File: config.mk
export PLATFORM = sky130hd
export DESIGN_NAME = adis16209_spi_slave
export DESIGN_NICKNAME = d
export VERILOG_FILES = /design/src/rtl/adis16209_spi_pkg.sv /design/src/rtl/spi_sync_edge.sv /design/src/rtl/adis16209_spi_slave.sv
export SDC_FILE = /design/constraint.sdc
export NUM_CORES = 1
export LEC_CHECK = 0
export ABC_AREA = 1
export CAP_MARGIN = 30
export CORE_AREA = 5 5 104 106
export CTS_BUF_LIST = sky130_fd_sc_hd__clkbuf_16
export CTS_CLUSTER_SIZE = 25
export DETAILED_ROUTE_END_ITERATION = 8
export DIE_AREA = 0 0 109 111
export DONT_BUFFER_PORTS = 1
export PLACE_DENSITY = 0.55
export SLEW_MARGIN = 40
export SYNTH_ARGS = -nofsm -noshare
export SYNTH_HDL_FRONTEND = slang
export SYNTH_SLANG_ARGS = --single-unit
File: constraint.sdc
create_clock -name clk -period 1.5 [get_ports clk]
set_input_delay 0.3 -clock clk [delete_from_list [all_inputs] [get_ports clk]]
set_output_delay 0.3 -clock clk [all_outputs]
set_load 0.05 [all_outputs]
File: src/rtl/adis16209_spi_pkg.sv
// Shared definitions for the ADIS16209 SPI responder: frame field positions,
// derived widths and the frame-control state encoding.
package adis16209_spi_pkg;

  localparam int unsigned FRAME_BITS = 16;
  localparam int unsigned W_BIT      = 15;
  localparam int unsigned ADDR_MSB   = 14;
  localparam int unsigned ADDR_LSB   = 8;
  localparam int unsigned DATA_MSB   = 7;

  localparam int unsigned ADDR_W = ADDR_MSB - ADDR_LSB + 1;
  localparam int unsigned DATA_W = DATA_MSB + 1;
  localparam int unsigned CNT_W  = $clog2(FRAME_BITS + 1);

  typedef enum logic [1:0] {
    WAIT_CS = 2'd0,
    IDLE    = 2'd1,
    SHIFT   = 2'd2,
    HOLD    = 2'd3
  } state_e;

endpackage

File: src/rtl/spi_sync_edge.sv
// Multi-flop synchronizer for an asynchronous pin with registered one-cycle
// rise/fall pulses. Pin-to-pulse latency is SYNC_STAGES+1 clk.
// Ports: clk, rst (sync, active high), din (async pin), rise, fall (pulses).
module spi_sync_edge #(
  parameter int unsigned SYNC_STAGES = 2,
  parameter logic        RESET_VAL   = 1'b0
) (
  input  logic clk,
  input  logic rst,
  input  logic din,
  output logic rise,
  output logic fall
);

  logic [SYNC_STAGES-1:0] chain;
  logic                   prev;

  // Synchronizer chain plus one history flop for edge detection.
  always_ff @(posedge clk) begin
    if (rst) begin
      chain <= {SYNC_STAGES{RESET_VAL}};
      prev  <= RESET_VAL;
      rise  <= 1'b0;
      fall  <= 1'b0;
    end else begin
      chain <= {chain[SYNC_STAGES-2:0], din};
      prev  <= chain[SYNC_STAGES-1];
      rise  <= chain[SYNC_STAGES-1] & ~prev;
      fall  <= ~chain[SYNC_STAGES-1] & prev;
    end
  end

endmodule

File: src/rtl/adis16209_spi_slave.sv
// SPI mode-3 responder emulating the ADIS16209 register interface. Decodes
// 16-bit frames (W, addr[6:0], data[7:0]), issues register-bus writes/reads,
// and returns read data MSB-first during the following frame.
// Ports: clk, rst (sync, active high); sclk, cs_n, mosi (async SPI inputs);
// miso, miso_oe (SPI output); reg_addr, reg_we, reg_wdata, reg_re, reg_rdata
// (register bus); frame_done, frame_err (end-of-frame status pulses).
module adis16209_spi_slave
  import adis16209_spi_pkg::*;
#(
  parameter int unsigned SYNC_STAGES = 2,
  parameter logic [15:0] IDLE_WORD   = 16'h0000
) (
  input  logic              clk,
  input  logic              rst,
  input  logic              sclk,
  input  logic              cs_n,
  input  logic              mosi,
  output logic              miso,
  output logic              miso_oe,
  output logic [ADDR_W-1:0] reg_addr,
  output logic              reg_we,
  output logic [DATA_W-1:0] reg_wdata,
  output logic              reg_re,
  input  logic [15:0]       reg_rdata,
  output logic              frame_done,
  output logic              frame_err
);

  logic sclk_rise, sclk_fall, cs_rise, cs_fall;
  logic [SYNC_STAGES-1:0] mosi_chain;
  logic mosi_s;

  // sclk idles high; cs_n chain resets to "selected" so that a select
  // already low at reset is never mistaken for a fresh frame.
  spi_sync_edge #(.SYNC_STAGES(SYNC_STAGES), .RESET_VAL(1'b1)) u_sclk_sync (
    .clk (clk),
    .rst (rst),
    .din (sclk),
    .rise(sclk_rise),
    .fall(sclk_fall)
  );

  spi_sync_edge #(.SYNC_STAGES(SYNC_STAGES), .RESET_VAL(1'b0)) u_cs_sync (
    .clk (clk),
    .rst (rst),
    .din (cs_n),
    .rise(cs_rise),
    .fall(cs_fall)
  );

  // mosi is only sampled on sclk_rise, so plain synchronization suffices.
  always_ff @(posedge clk) begin
    if (rst) mosi_chain <= '0;
    else     mosi_chain <= {mosi_chain[SYNC_STAGES-2:0], mosi};
  end
  assign mosi_s = mosi_chain[SYNC_STAGES-1];

  state_e            state_q, state_d;
  logic [15:0]       tx_q, tx_d, rx_q, rx_d, rx_next;
  logic [15:0]       resp_q, resp_d;
  logic [CNT_W-1:0]  cnt_q, cnt_d;
  logic              overrun_q, overrun_d;
  logic              rd_pending_q;
  logic              decode;
  logic              miso_d, oe_d, we_d, re_d, done_d, err_d;
  logic [ADDR_W-1:0] addr_d;
  logic [DATA_W-1:0] wdata_d;

  // Next-state and next-output logic.
  always_comb begin
    state_d   = state_q;
    tx_d      = tx_q;
    rx_d      = rx_q;
    resp_d    = resp_q;
    cnt_d     = cnt_q;
    overrun_d = overrun_q;
    miso_d    = miso;
    addr_d    = reg_addr;
    wdata_d   = reg_wdata;
    we_d      = 1'b0;
    re_d      = 1'b0;
    done_d    = 1'b0;
    err_d     = 1'b0;
    decode    = 1'b0;
    rx_next   = {rx_q[14:0], mosi_s};

    // Read data arrives the cycle after reg_re; capture it for the next frame.
    if (rd_pending_q) resp_d = reg_rdata;

    case (state_q)
      // Leave only after cs_n is seen high, so an interrupted frame is dropped.
      WAIT_CS: if (cs_rise) state_d = IDLE;
      IDLE: begin
        if (cs_fall) begin
          tx_d      = resp_q;
          cnt_d     = '0;
          overrun_d = 1'b0;
          state_d   = SHIFT;
        end
      end
      SHIFT: begin
        if (sclk_fall) begin
          miso_d = tx_q[15];
          tx_d   = {tx_q[14:0], 1'b0};
        end
        if (sclk_rise) begin
          rx_d  = rx_next;
          cnt_d = cnt_q + CNT_W'(1);
          if (cnt_q == CNT_W'(FRAME_BITS - 1)) begin
            decode  = 1'b1;
            state_d = HOLD;
          end
        end
        // A cs_rise coinciding with the 16th rise still completes the frame.
        if (cs_rise) begin
          done_d  = decode;
          err_d   = ~decode;
          state_d = IDLE;
        end
      end
      HOLD: begin
        if (sclk_rise) overrun_d = 1'b1;
        if (cs_rise) begin
          err_d   = overrun_q | sclk_rise;
          done_d  = ~(overrun_q | sclk_rise);
          state_d = IDLE;
        end
      end
      default: state_d = WAIT_CS;
    endcase

    if (decode) begin
      addr_d = rx_next[ADDR_MSB:ADDR_LSB];
      if (rx_next[W_BIT]) begin
        we_d    = 1'b1;
        wdata_d = rx_next[DATA_MSB:0];
        resp_d  = IDLE_WORD;
      end else begin
        re_d = 1'b1;
      end
    end

    oe_d = (state_d == SHIFT) || (state_d == HOLD);
    if (!oe_d) miso_d = 1'b0;
  end

  // State and registered outputs.
  always_ff @(posedge clk) begin
    if (rst) begin
      state_q      <= WAIT_CS;
      tx_q         <= '0;
      rx_q         <= '0;
      resp_q       <= IDLE_WORD;
      cnt_q        <= '0;
      overrun_q    <= 1'b0;
      rd_pending_q <= 1'b0;
      miso         <= 1'b0;
      miso_oe      <= 1'b0;
      reg_addr     <= '0;
      reg_wdata    <= '0;
      reg_we       <= 1'b0;
      reg_re       <= 1'b0;
      frame_done   <= 1'b0;
      frame_err    <= 1'b0;
    end else begin
      state_q      <= state_d;
      tx_q         <= tx_d;
      rx_q         <= rx_d;
      resp_q       <= resp_d;
      cnt_q        <= cnt_d;
      overrun_q    <= overrun_d;
      rd_pending_q <= reg_re;
      miso         <= miso_d;
      miso_oe      <= oe_d;
      reg_addr     <= addr_d;
      reg_wdata    <= wdata_d;
      reg_we       <= we_d;
      reg_re       <= re_d;
      frame_done   <= done_d;
      frame_err    <= err_d;
    end
  end

endmodule

==> results.py <==
metrics = {
    "detailed_routing": {
        "routed_wl_mm": 7.14,
        "viasPerCell": 4.62,
        "wire_per_inst_um": 12.0,
        "drtIter0Drc": 67,
        "detail-route-antenna-nets": 0,
        "route.detailed.drc": 0,
        "vias": 2741,
        "dr.pass1.iters": 4,
    },
    "clock_tree": {
        "clock-sinks": 88,
        "clk_latency_ps": 320,
        "cts.path.max_buffers": 2,
        "clk_pin_slew_worst_paths_ps": 60,
        "tritoncts": "yes",
        "postCtsHoldBufs": 0,
        "root_buffer": "clkbuf_16",
        "cts-buffers-inserted": 9,
        "cts_max_level": 3,
    },
    "grt": {
        "grt_usage_pct": 12.3,
        "grt.overflow.total": 0,
        "grt_pass1_wl_mm": 12.2,
        "grt_pass1_vias": 2654,
        "antenna_found_initial": 0,
        "grt_max_degree": 38,
    },
    "timing": {
        "post-route-min-period_ps": 1450,
        "grt_setup_unrepaired": "yes",
        "clock-skew-final_ps": 5.57,
        "finalSetupTns_ps": 0,
        "hold_violations": 0,
        "period_share_pct": 96.9,
        "relSlewSlack_pct": 62.6,
        "tightest_slew_ps": 560,
        "timing.fmax_ghz": 0.688,
        "setup_viol": 0,
        "finalWorstSetupSlack_ps": 47.0,
        "drv_slew": 0,
    },
    "layout": {
        "fin_nets": 483,
        "fin_cells": 593,
        "post-route-util_pct": 43.7,
        "drive_gt1_share_pct": 18.7,
        "multi_input_area_sq_um": 1600,
        "seq_area_sq_um": 1770,
        "fillers": 977,
        "num_antenna_cells": 0,
        "syn_to_final_growth_pct": 20.5,
    },
    "place": {
        "place_congestion": 0.764,
        "place_hpwl_mm": 4.90,
        "dp_slack_ps": -172,
        "io_buffers": 0,
        "numPlacedInstances": 575,
    },
    "worst_setup_path": {
        "r2r_slack_ps": 50,
        "crit_fanout": 4,
        "worst_ep_arrival_time_ps": 1710,
        "r2r_end": "reg_wdata[2]",
        "end_kind": "flip-flop",
        "crit_start": "cnt_q[0]",
        "crit_path_max_incr_delay_ps": 350,
        "crit_cells": 9,
        "worstPathCellList": "ha_4 > inv_2 > nor2_2 > ha_2 > nand3_4 > nor2_4 > buf_4 > o21ai_0 > nor2_1",
        "crit_slowest_cell": "dfxtp_2",
        "critPathCapture": "reg_wdata[2]",
        "path_class": "reg -> reg",
        "worst_ep_required_time_ps": 1760,
        "r2r_start": "cnt_q[0]",
        "crit_family": "simple AND/OR/NAND/NOR gates",
        "startpoint_type": "flip-flop",
        "cp_num_buf_inv": 2,
        "reg2regPathDepth": 9,
    },
    "synth": {
        "synthFlopType": "dfxtp_1",
        "syn_inst": 439,
        "synthTopCellsByArea": "dfxtp_1, nand2_1, nor2_1",
        "ys_ff_latch": 88,
        "synth_enable_flop_cells": 0,
        "postSynthAreaPerCell_sq_um": 8.00,
        "async_reset_ff_share_pct": 0,
        "yosysMostFrequentCell": "nand2_1",
        "yosys_warnings": 0,
        "synth_area_sq_um": 3510,
        "synth.largest_area_cell": "dfxtp_1",
        "yosys-top-cells-count": "nand2_1, dfxtp_1, nor2_1",
        "synthDistinctLibCells": 31,
        "synth_top_area_share_pct": 50.2,
        "synth.yosys.seq_area_share_pct": 50.2,
        "syn_nets": 466,
    },
    "floorplanning": {
        "core_area_sq_um": 9680,
        "placementRows": 36,
        "dieArea_sq_um": 12100,
        "die_w_um": 109,
        "initial_core_util_pct": 36.3,
        "die_h_um": 111,
        "ios": 42,
    },
    "power_and_ir_drop": {
        "power_density_nw_per_um2": 1510,
        "leakage_uw": 0.00162,
        "ir_drop_v": 0.000674,
    },
    "status": {
        "status": "finished, final reports clean",
    },
    "min_path": {
        "hold_class": "in -> reg",
    },
    "flow_run": {
        "cap_viol_max_count": 0,
    },
}
[repair_timing]
action / CTS / global route
pin swaps: 4 / 7
cloned: 0 / 2
buffers inserted: 0 / 1
setup endpoints to repair: 26 / 56
gates resized for setup: 7 / 8
[final cells by class]
class	count	area share [%]
clock inverter	5	1.83
inverter	34	3.34
timing repair buffer	25	5.12
clock buffer	10	5.92
multi-input combinational	297	37.9
tap	133	3.93
sequential	88	41.8
timing repair inverter	1	0.118
[power by group]
group	internal (uW)	switching (uW)	total (uW)
clock	1550	879	2430
sequential	2390	41.5	2430
combinational	567	981	1550
[how the worst min path moves through the flow]
stage | start | endpoint | depth (start not counted)
finish | rst | u_cs_sync.chain[0] | 1
global route | rst | tx_q[13] | 1
CTS | rst | tx_q[11] | 1
detailed placement | rst | tx_q[8] | 1
global placement | rst | tx_q[11] | 1
floorplan | mosi_chain[0] | mosi_chain[1] | 2
[metrics by stage]
| step | instance area [sq um] | total power [uW] | hold WS (ps) |
|---|---|---|---|
| final | 4230 | 6410 | 41.7 |
| after CTS | 4180 | 6370 | 29.8 |
| after detailed placement | 3810 | 3920 | 375 |
| after floorplan | 3580 | 3640 | 388 |
| after global routing | 4230 | 6710 | 28.4 |
| after global placement | 3810 | 3920 | 373 |
[kinds of logic (layout without fill, tap and decap cells)]
group / after synthesis / count (layout) / synth area share (%)
muxes: 16 / 16 / 4.56
and+or+nand+nor: 213 / 214 / 25.7
AOI/OAI and AO/OA: 61 / 61 / 10.3
adders and majority gates: 6 / 6 / 2.14
buffers and inverters: 55 / 75 / 7.09
DFF: 88 / 88 / 50.2
[layer usage]
layer	wire length, um	part of all wire (%)	track usage, %	vias to the layer above
met5	0	0	0	-
met4	46	0.64	3.03	0
met3	484	6.8	4.02	5
met2	3400	48	20.9	66
met1	3200	45	14.7	1237
li1	-	-	-	1433
[sequential cells by signal (all words and copies together) (netlist names), 2 cells and up]
register and cells:
reg_addr 7, resp_q 16, u_sclk_sync.chain 2, u_cs_sync.chain 2
reg_wdata 8, tx_q 16, state_q 2, rx_q 15
mosi_chain 2, cnt_q 5
[placed cells by master (no fill, tap or decap), types with 2 or more instances in the layout]
master / n
nor2_1: 61
dfxtp_1: 84
nand2_2: 11
nor3_1: 3
inv_4: 4
a21oi_2: 10
nand2_8: 3
clkbuf_16: 10
bufinv_16: 2
dfxtp_2: 3
inv_1: 28
ha_4: 3
mux2i_1: 16
nor2_4: 2
or2_2: 2
o21ai_0: 24
a21oi_1: 21
buf_12: 2
nand2_1: 99
buf_4: 22
nand3_1: 28
ha_1: 2
[worst reg2reg max path: stages, from the launching register on]
cell	delay [ps]
dfxtp_2	350
ha_4	140
inv_2	40
nor2_2	100
ha_2	210
nand3_4	110
nor2_4	130
buf_4	130
o21ai_0	70
nor2_1	110
Power figures use the tool's default switching activity.
